<file path="src/rtl/coin_pkg.sv">
// Shared definitions for the coin sensor front end: debounce FSM state
// encodings and default parameter values.
package coin_pkg;

    // Per-channel debounce states. The encodings are fixed so that state
    // dumps from either channel read the same way in every tool.
    typedef enum logic [1:0] {
        LOW_STABLE  = 2'b00,
        RISE_CHK    = 2'b01,
        HIGH_STABLE = 2'b10,
        FALL_CHK    = 2'b11
    } deb_state_e;

    // Default build: two-flop synchronizer, 16-sample debounce window.
    localparam int SYNC_STAGES_DEF     = 2;
    localparam int DEBOUNCE_CYCLES_DEF = 16;
    localparam int CNT_W_DEF           = 8;

endpackage

</file>
<file path="src/rtl/coin_debounce.sv">
// Single coin-sensor channel: synchronizer chain, debounce FSM and sample
// counter. rise_o flags the one cycle in which a debounced rising edge is
// confirmed; the parent registers its decision on that same clock edge, so
// the coin pulse appears in the cycle right after the FSM reaches
// HIGH_STABLE and the overall latency is SYNC_STAGES + DEBOUNCE_CYCLES.
module coin_debounce
    import coin_pkg::*;
#(
    parameter int SYNC_STAGES     = SYNC_STAGES_DEF,      // 2..3
    parameter int DEBOUNCE_CYCLES = DEBOUNCE_CYCLES_DEF,  // 2..255
    parameter int CNT_W           = CNT_W_DEF             // 2**CNT_W > DEBOUNCE_CYCLES
) (
    input  logic clk,
    input  logic rst,
    input  logic raw_i,
    output logic rise_o
);

    // Last count value of a debounce window: DEBOUNCE_CYCLES identical
    // samples have been seen once the counter reaches this value and the
    // current sample still agrees.
    localparam logic [CNT_W-1:0] CNT_LAST = CNT_W'(DEBOUNCE_CYCLES - 1);
    localparam logic [CNT_W-1:0] CNT_ONE  = CNT_W'(1);

    logic [SYNC_STAGES-1:0] sync_q;
    logic                   s;

    deb_state_e             state_q, state_d;
    logic [CNT_W-1:0]       cnt_q, cnt_d;

    // Synchronizer chain: the raw line is only ever sampled by stage 0.
    always_ff @(posedge clk or negedge rst) begin
        if (!rst) begin
            sync_q <= '0;
        end else begin
            // NOTE: clocked state is always updated with <=, so every flop
            // samples the pre-edge value of its neighbour and the chain
            // shifts by exactly one stage per clock.
            sync_q <= {sync_q[SYNC_STAGES-2:0], raw_i};
        end
    end

    assign s = sync_q[SYNC_STAGES-1];

    // State and counter registers; reset discards any partial window.
    always_ff @(posedge clk or negedge rst) begin
        if (!rst) begin
            state_q <= LOW_STABLE;
            cnt_q   <= '0;
        end else begin
            state_q <= state_d;
            cnt_q   <= cnt_d;
        end
    end

    // Next-state logic: count consecutive agreeing samples, restart on bounce.
    always_comb begin
        // NOTE: every signal assigned here gets a default first, so paths
        // that do not mention it hold the register value instead of
        // inferring a latch.
        state_d = state_q;
        cnt_d   = cnt_q;
        case (state_q)
            LOW_STABLE: begin
                if (s) begin
                    state_d = RISE_CHK;
                    cnt_d   = CNT_ONE;
                end
            end
            RISE_CHK: begin
                if (!s) begin
                    state_d = LOW_STABLE;
                    cnt_d   = '0;
                end else if (cnt_q == CNT_LAST) begin
                    state_d = HIGH_STABLE;
                    cnt_d   = '0;
                end else begin
                    cnt_d = cnt_q + CNT_ONE;
                end
            end
            HIGH_STABLE: begin
                if (!s) begin
                    state_d = FALL_CHK;
                    cnt_d   = CNT_ONE;
                end
            end
            FALL_CHK: begin
                if (s) begin
                    state_d = HIGH_STABLE;
                    cnt_d   = '0;
                end else if (cnt_q == CNT_LAST) begin
                    state_d = LOW_STABLE;
                    cnt_d   = '0;
                end else begin
                    cnt_d = cnt_q + CNT_ONE;
                end
            end
            default: begin
                state_d = LOW_STABLE;
                cnt_d   = '0;
            end
        endcase
    end

    // Output logic: the rise event is the final confirming sample of RISE_CHK.
    always_comb begin
        rise_o = 1'b0;
        if ((state_q == RISE_CHK) && s && (cnt_q == CNT_LAST)) begin
            rise_o = 1'b1;
        end
    end

endmodule

</file>
<file path="src/rtl/coin_pulse_gen.sv">
// Coin front end for the vending controller: debounces the dollar and
// quarter sensors and turns each accepted insertion into a single-cycle
// d_in / q_in pulse. Simultaneous or disabled insertions become a single
// coin_err pulse instead, so d_in and q_in are never high together.
module coin_pulse_gen
    import coin_pkg::*;
#(
    parameter int SYNC_STAGES     = SYNC_STAGES_DEF,
    parameter int DEBOUNCE_CYCLES = DEBOUNCE_CYCLES_DEF,
    parameter int CNT_W           = CNT_W_DEF
) (
    input  logic clk,
    input  logic rst,
    input  logic raw_dollar,
    input  logic raw_quarter,
    input  logic accept_en,
    output logic d_in,
    output logic q_in,
    output logic coin_err
);

    logic rise_dollar;
    logic rise_quarter;

    logic d_in_q, d_in_d;
    logic q_in_q, q_in_d;
    logic err_q,  err_d;

    coin_debounce #(
        .SYNC_STAGES     (SYNC_STAGES),
        .DEBOUNCE_CYCLES (DEBOUNCE_CYCLES),
        .CNT_W           (CNT_W)
    ) u_dollar (
        .clk    (clk),
        .rst    (rst),
        .raw_i  (raw_dollar),
        .rise_o (rise_dollar)
    );

    coin_debounce #(
        .SYNC_STAGES     (SYNC_STAGES),
        .DEBOUNCE_CYCLES (DEBOUNCE_CYCLES),
        .CNT_W           (CNT_W)
    ) u_quarter (
        .clk    (clk),
        .rst    (rst),
        .raw_i  (raw_quarter),
        .rise_o (rise_quarter)
    );

    // Arbitration: one lone, enabled rise passes through; anything else that
    // rises is rejected with exactly one error pulse.
    always_comb begin
        d_in_d = 1'b0;
        q_in_d = 1'b0;
        err_d  = 1'b0;
        if (rise_dollar && rise_quarter) begin
            err_d = 1'b1;
        end else if (rise_dollar || rise_quarter) begin
            if (accept_en) begin
                d_in_d = rise_dollar;
                q_in_d = rise_quarter;
            end else begin
                err_d = 1'b1;
            end
        end
    end

    // Output registers: rise events last one cycle, so do the pulses.
    always_ff @(posedge clk or negedge rst) begin
        if (!rst) begin
            d_in_q <= 1'b0;
            q_in_q <= 1'b0;
            err_q  <= 1'b0;
        end else begin
            d_in_q <= d_in_d;
            q_in_q <= q_in_d;
            err_q  <= err_d;
        end
    end

    assign d_in     = d_in_q;
    assign q_in     = q_in_q;
    assign coin_err = err_q;

endmodule

</file>
<file path="config.mk">
export PLATFORM = sky130hd
export DESIGN_NAME = coin_pulse_gen
export DESIGN_NICKNAME = d
export VERILOG_FILES = /design/src/rtl/coin_pkg.sv /design/src/rtl/coin_debounce.sv /design/src/rtl/coin_pulse_gen.sv
export SDC_FILE = /design/constraint.sdc
export NUM_CORES = 1
export LEC_CHECK = 0
export CORE_ASPECT_RATIO = 1.75
export CORE_MARGIN = 8
export CORE_UTILIZATION = 57
export CTS_CLUSTER_SIZE = 10
export DETAILED_ROUTE_END_ITERATION = 10
export HOLD_SLACK_MARGIN = 0.15
export PLACE_DENSITY = 0.88
export SYNTH_ARGS = -nofsm -noshare
export SYNTH_HDL_FRONTEND = slang
export SYNTH_HIERARCHICAL = 1
export SYNTH_SLANG_ARGS = --single-unit
</file>
<file path="constraint.sdc">
create_clock -name clk -period 2.3 [get_ports clk]
set_clock_uncertainty 0.2 [all_clocks]
set_input_delay 0.46 -clock clk [delete_from_list [all_inputs] [get_ports clk]]
set_output_delay 0.46 -clock clk [all_outputs]
set_load 0.01 [all_outputs]
</file>
==> summary.md <==
The core region is 2220 um2. The worst hold path was traced through 0 stages. For the number of DRC violations after detailed-routing iteration 0, the log shows 35. The post-synth net total was 125; the post-synth design cell area was 1300 um2.

The mean routed wirelength per cell came out at 15.5 um. sky130_fd_sc_hd__dfrtp_1 is the most common cell in the netlist. Of the cells placed in the final design, the portion with a size suffix greater than 1 is 14.0%. Sorting the synthesized cells by area gives the leading types as sky130_fd_sc_hd__dfrtp_1 52%, sky130_fd_sc_hd__xor2_1 4.0%, sky130_fd_sc_hd__o211ai_4 3.3%. The final number of setup-violating endpoints is 0, and the shortest period the worst path allows is 2.10 ns.

The type of the worst min-delay path was flop to flop. The tools report the number of endpoints with negative hold slack in the final report as 0. The tools report the count of mapped cells out of synthesis as 118. The kind of start point of the critical path is a flop. The number of library cell types mapped by synthesis is 29. The first global-routing pass estimated 4230 um of wire. Setup total negative slack on the finished layout was measured at 0 ns. The share of synthesized registers carrying an async set or reset came out at 100%.

TritonCTS built the clock tree. After clock tree synthesis, the clock-pin slew on the worst setup and hold paths is 0.09 ns. After layout, the worst path uses 91.5% of the clock period. Dividing the detail-routed via count by the number of cells gives 6.09.

The longest clock path from root to sink contains 2 buffers. The area share of the largest cell type after synthesis is 51.9%. The synthesized design contains 0 enable-type register cells. The critical setup path kind is flop to flop.

From synthesis to final layout, the design area changed by 11.3%. The tools report the number of top-level pins as 8. The starting utilization of the core area was 58.7%. Data on the critical path arrives at its endpoint at 2.07 ns. The number of global-route vias before repair was 993. The critical path goes through or4_4 > nor4_1 > nor3b_1.

For this run, the leading register cell type out of synthesis is sky130_fd_sc_hd__dfrtp_1. For this design, the sink count on the clock tree is 27. Of all cell types, the one taking the most synthesized area is sky130_fd_sc_hd__dfrtp_1. For the worst-skew pair, the clock arrives at the later sink with an insertion delay of 0.27 ns.

For the worst flop-to-flop path, the logic depth is 3. Power spread over the standard cell area amounts to 992 nW/um2. In this design, the largest share of critical-path delay is due to simple AND/OR/NAND/NOR gates. Clock tree synthesis inserted a total of 3 buffers. The logs give 0 for the final count of pins violating max slew and 475 MHz for the upper clock frequency limit. The tools report the die footprint as 4130 um2. The die span in x is 52.1 um. The number of antenna cells inserted came out at 0.

The run gives 0 as the number of buffers inserted by post-CTS setup repair. The wire-length estimate of the detail-placed layout is 1810 um. In this run the number of cells on the critical path is 3. The remaining design rule violation count was 0; the via count was 938. The worst pin sits at a relative slew slack of 62.7%. The count of cells resized by post-cts repair was 0.

The cell sitting at the root of the clock tree is a sky130_fd_sc_hd__clkbuf_8. The tools report the sequential cell area fraction in the yosys report as 51.9%. STA classifies the critical path endpoint as a flop.

During synthesis, Yosys emitted a total of 6 warnings. The run gives 23 as the standard-cell row count. The buffering stage count on the worst path with inverters included came out at 0.

The run gives 2.27 ns as the required time of the critical path. The layout has 161 filler cells. The number of antenna violations at the first check in global routing was 0; the maximum fanout encountered on the critical timing path was 7. The congestion estimate from routability-driven global placement came to 0.796. The reported leakage power came out at 0.642 nW. The total routed wirelength is 2390 um, and the total of hold buffers inserted after clock tree synthesis is 0. Ranked by instance count, the synthesized netlist is headed by 27 x sky130_fd_sc_hd__dfrtp_1, 8 x sky130_fd_sc_hd__nand3_1, 8 x sky130_fd_sc_hd__o21ai_0. The post-route antenna net violation count was 0. The number of levels in the clock H-tree was 1. Among all stages on the critical path, the largest delay is contributed by sky130_fd_sc_hd__or4_4. Across every metal layer, demand over resource in global routing totals 13.0%. The tool flagged a number of max-cap violations equal to 0. The final layout contains 137 nets.

For this run, the detailed router's first-pass iteration total came to 4. The flow ran to the end, and the final reports show no timing, DRC or antenna violations. The register bit count reported by yosys works out to 27. Input and output buffers added on the ports amount to 7.

The largest single stage delay on the critical path is 0.59 ns. The peak supply drop is 0.000660 V, and the setup slack after layout is 0.195 ns. Setup repair after global routing left no endpoint under its margin. Entering global routing, the biggest net connects 28 pins. At the placement stage, the worst setup path has a slack of 0.256 ns.

The remaining global-route overflow was 0. A synthesized cell averages 11.0 um2. At the pin with the least slew margin, the transition time is 0.557 ns. The die is 79.2 um tall.
## routing by layer
layer | track usage (%) | vias up | wire length, um | share of wire, %
li1 | - | 457 | - | -
met1 | 13.3 | 463 | 919 | 38
met2 | 24.2 | 12 | 1360 | 57
met3 | 2.99 | 6 | 68 | 2.8
met4 | 4.28 | 0 | 47 | 2.0
met5 | 0 | - | 0 | 0
## report_power, final
group / switching [mW] / internal (mW)
Clock: 0.135 / 0.124
Sequential: 0.130 / 0.565
Combinational: 0.262 / 0.221
## state kept, by name (all words and copies together) (netlist names), named ones only
signal             cells
d_in                   1
coin_err               1
q_in                   1
u_dollar/sync_q        2
u_quarter/state_q      1
u_quarter/cnt_q        8
u_quarter/sync_q       2
u_dollar/state_q       1
u_dollar/cnt_q         8
## worst paths after layout
path / start / to / slack (ns)
hold / removal: u_quarter/sync_q[0]$_DFF_PN0_ / u_quarter/sync_q[1]$_DFF_PN0_ / 0.16
max in group asynchronous: rst / u_dollar/cnt_q[4]$_DFFE_PN0P_ / 1.29
min in group asynchronous: rst / u_quarter/cnt_q[3]$_DFFE_PN0P_ / 0.36
setup / recovery: u_quarter/cnt_q[4]$_DFFE_PN0P_ / q_in$_DFF_PN0_ / 0.20
setup reg to reg: u_quarter/cnt_q[4]$_DFFE_PN0P_ / q_in$_DFF_PN0_ / 0.20
hold reg to reg: u_quarter/sync_q[0]$_DFF_PN0_ / u_quarter/sync_q[1]$_DFF_PN0_ / 0.16
## stage by stage
stage	util, %	instance area [um2]	hold slack (ns)	total power, mW	cells
after floorplan	-	1300	-0.0356	1.07	118
after global placement	63.3	1400	0.131	1.16	150
after detailed placement	63.3	1400	0.138	1.18	150
after CTS	65.3	1450	0.158	1.44	154
after global routing	65.3	1450	0.166	1.54	154
final	65.3	1450	0.156	1.44	154
## cell usage in the layout (no fill, tap or decap), drive strengths merged, types with 3 or more instances in the layout
| master | n |
|---|---|
| and3 | 4 |
| o211ai | 4 |
| clkbuf | 4 |
| nor2 | 5 |
| dfrtp | 27 |
| o21ai | 8 |
| nand2 | 9 |
| nand3 | 8 |
| nand2b | 4 |
| inv | 3 |
| clkdlybuf4s50 | 7 |
| a31oi | 4 |
| a21oi | 6 |
| xor2 | 6 |
| o21a | 4 |
## area by class of cell
cell class              count  area [um2]  area share [%]
repair buffers              9        85.1            5.88
multi-input cells          86         599            41.4
well taps                  25        31.3            2.16
inverters                   3        11.3           0.778
flip-flops and latches     27         676            46.7
clock buffers               4        45.0            3.11
## cell families after synthesis
group	share of synthesized area [%]
AO/OA/AOI/OAI	18.3
XOR/XNOR	4.04
adder cells (fa/ha/maj)	2.79
buffers and inverters	2.02
flip-flops	51.9
multiplexers	2.31
AND/OR/NAND/NOR	18.7
Note: power is estimated with default switching activity, not from simulation.
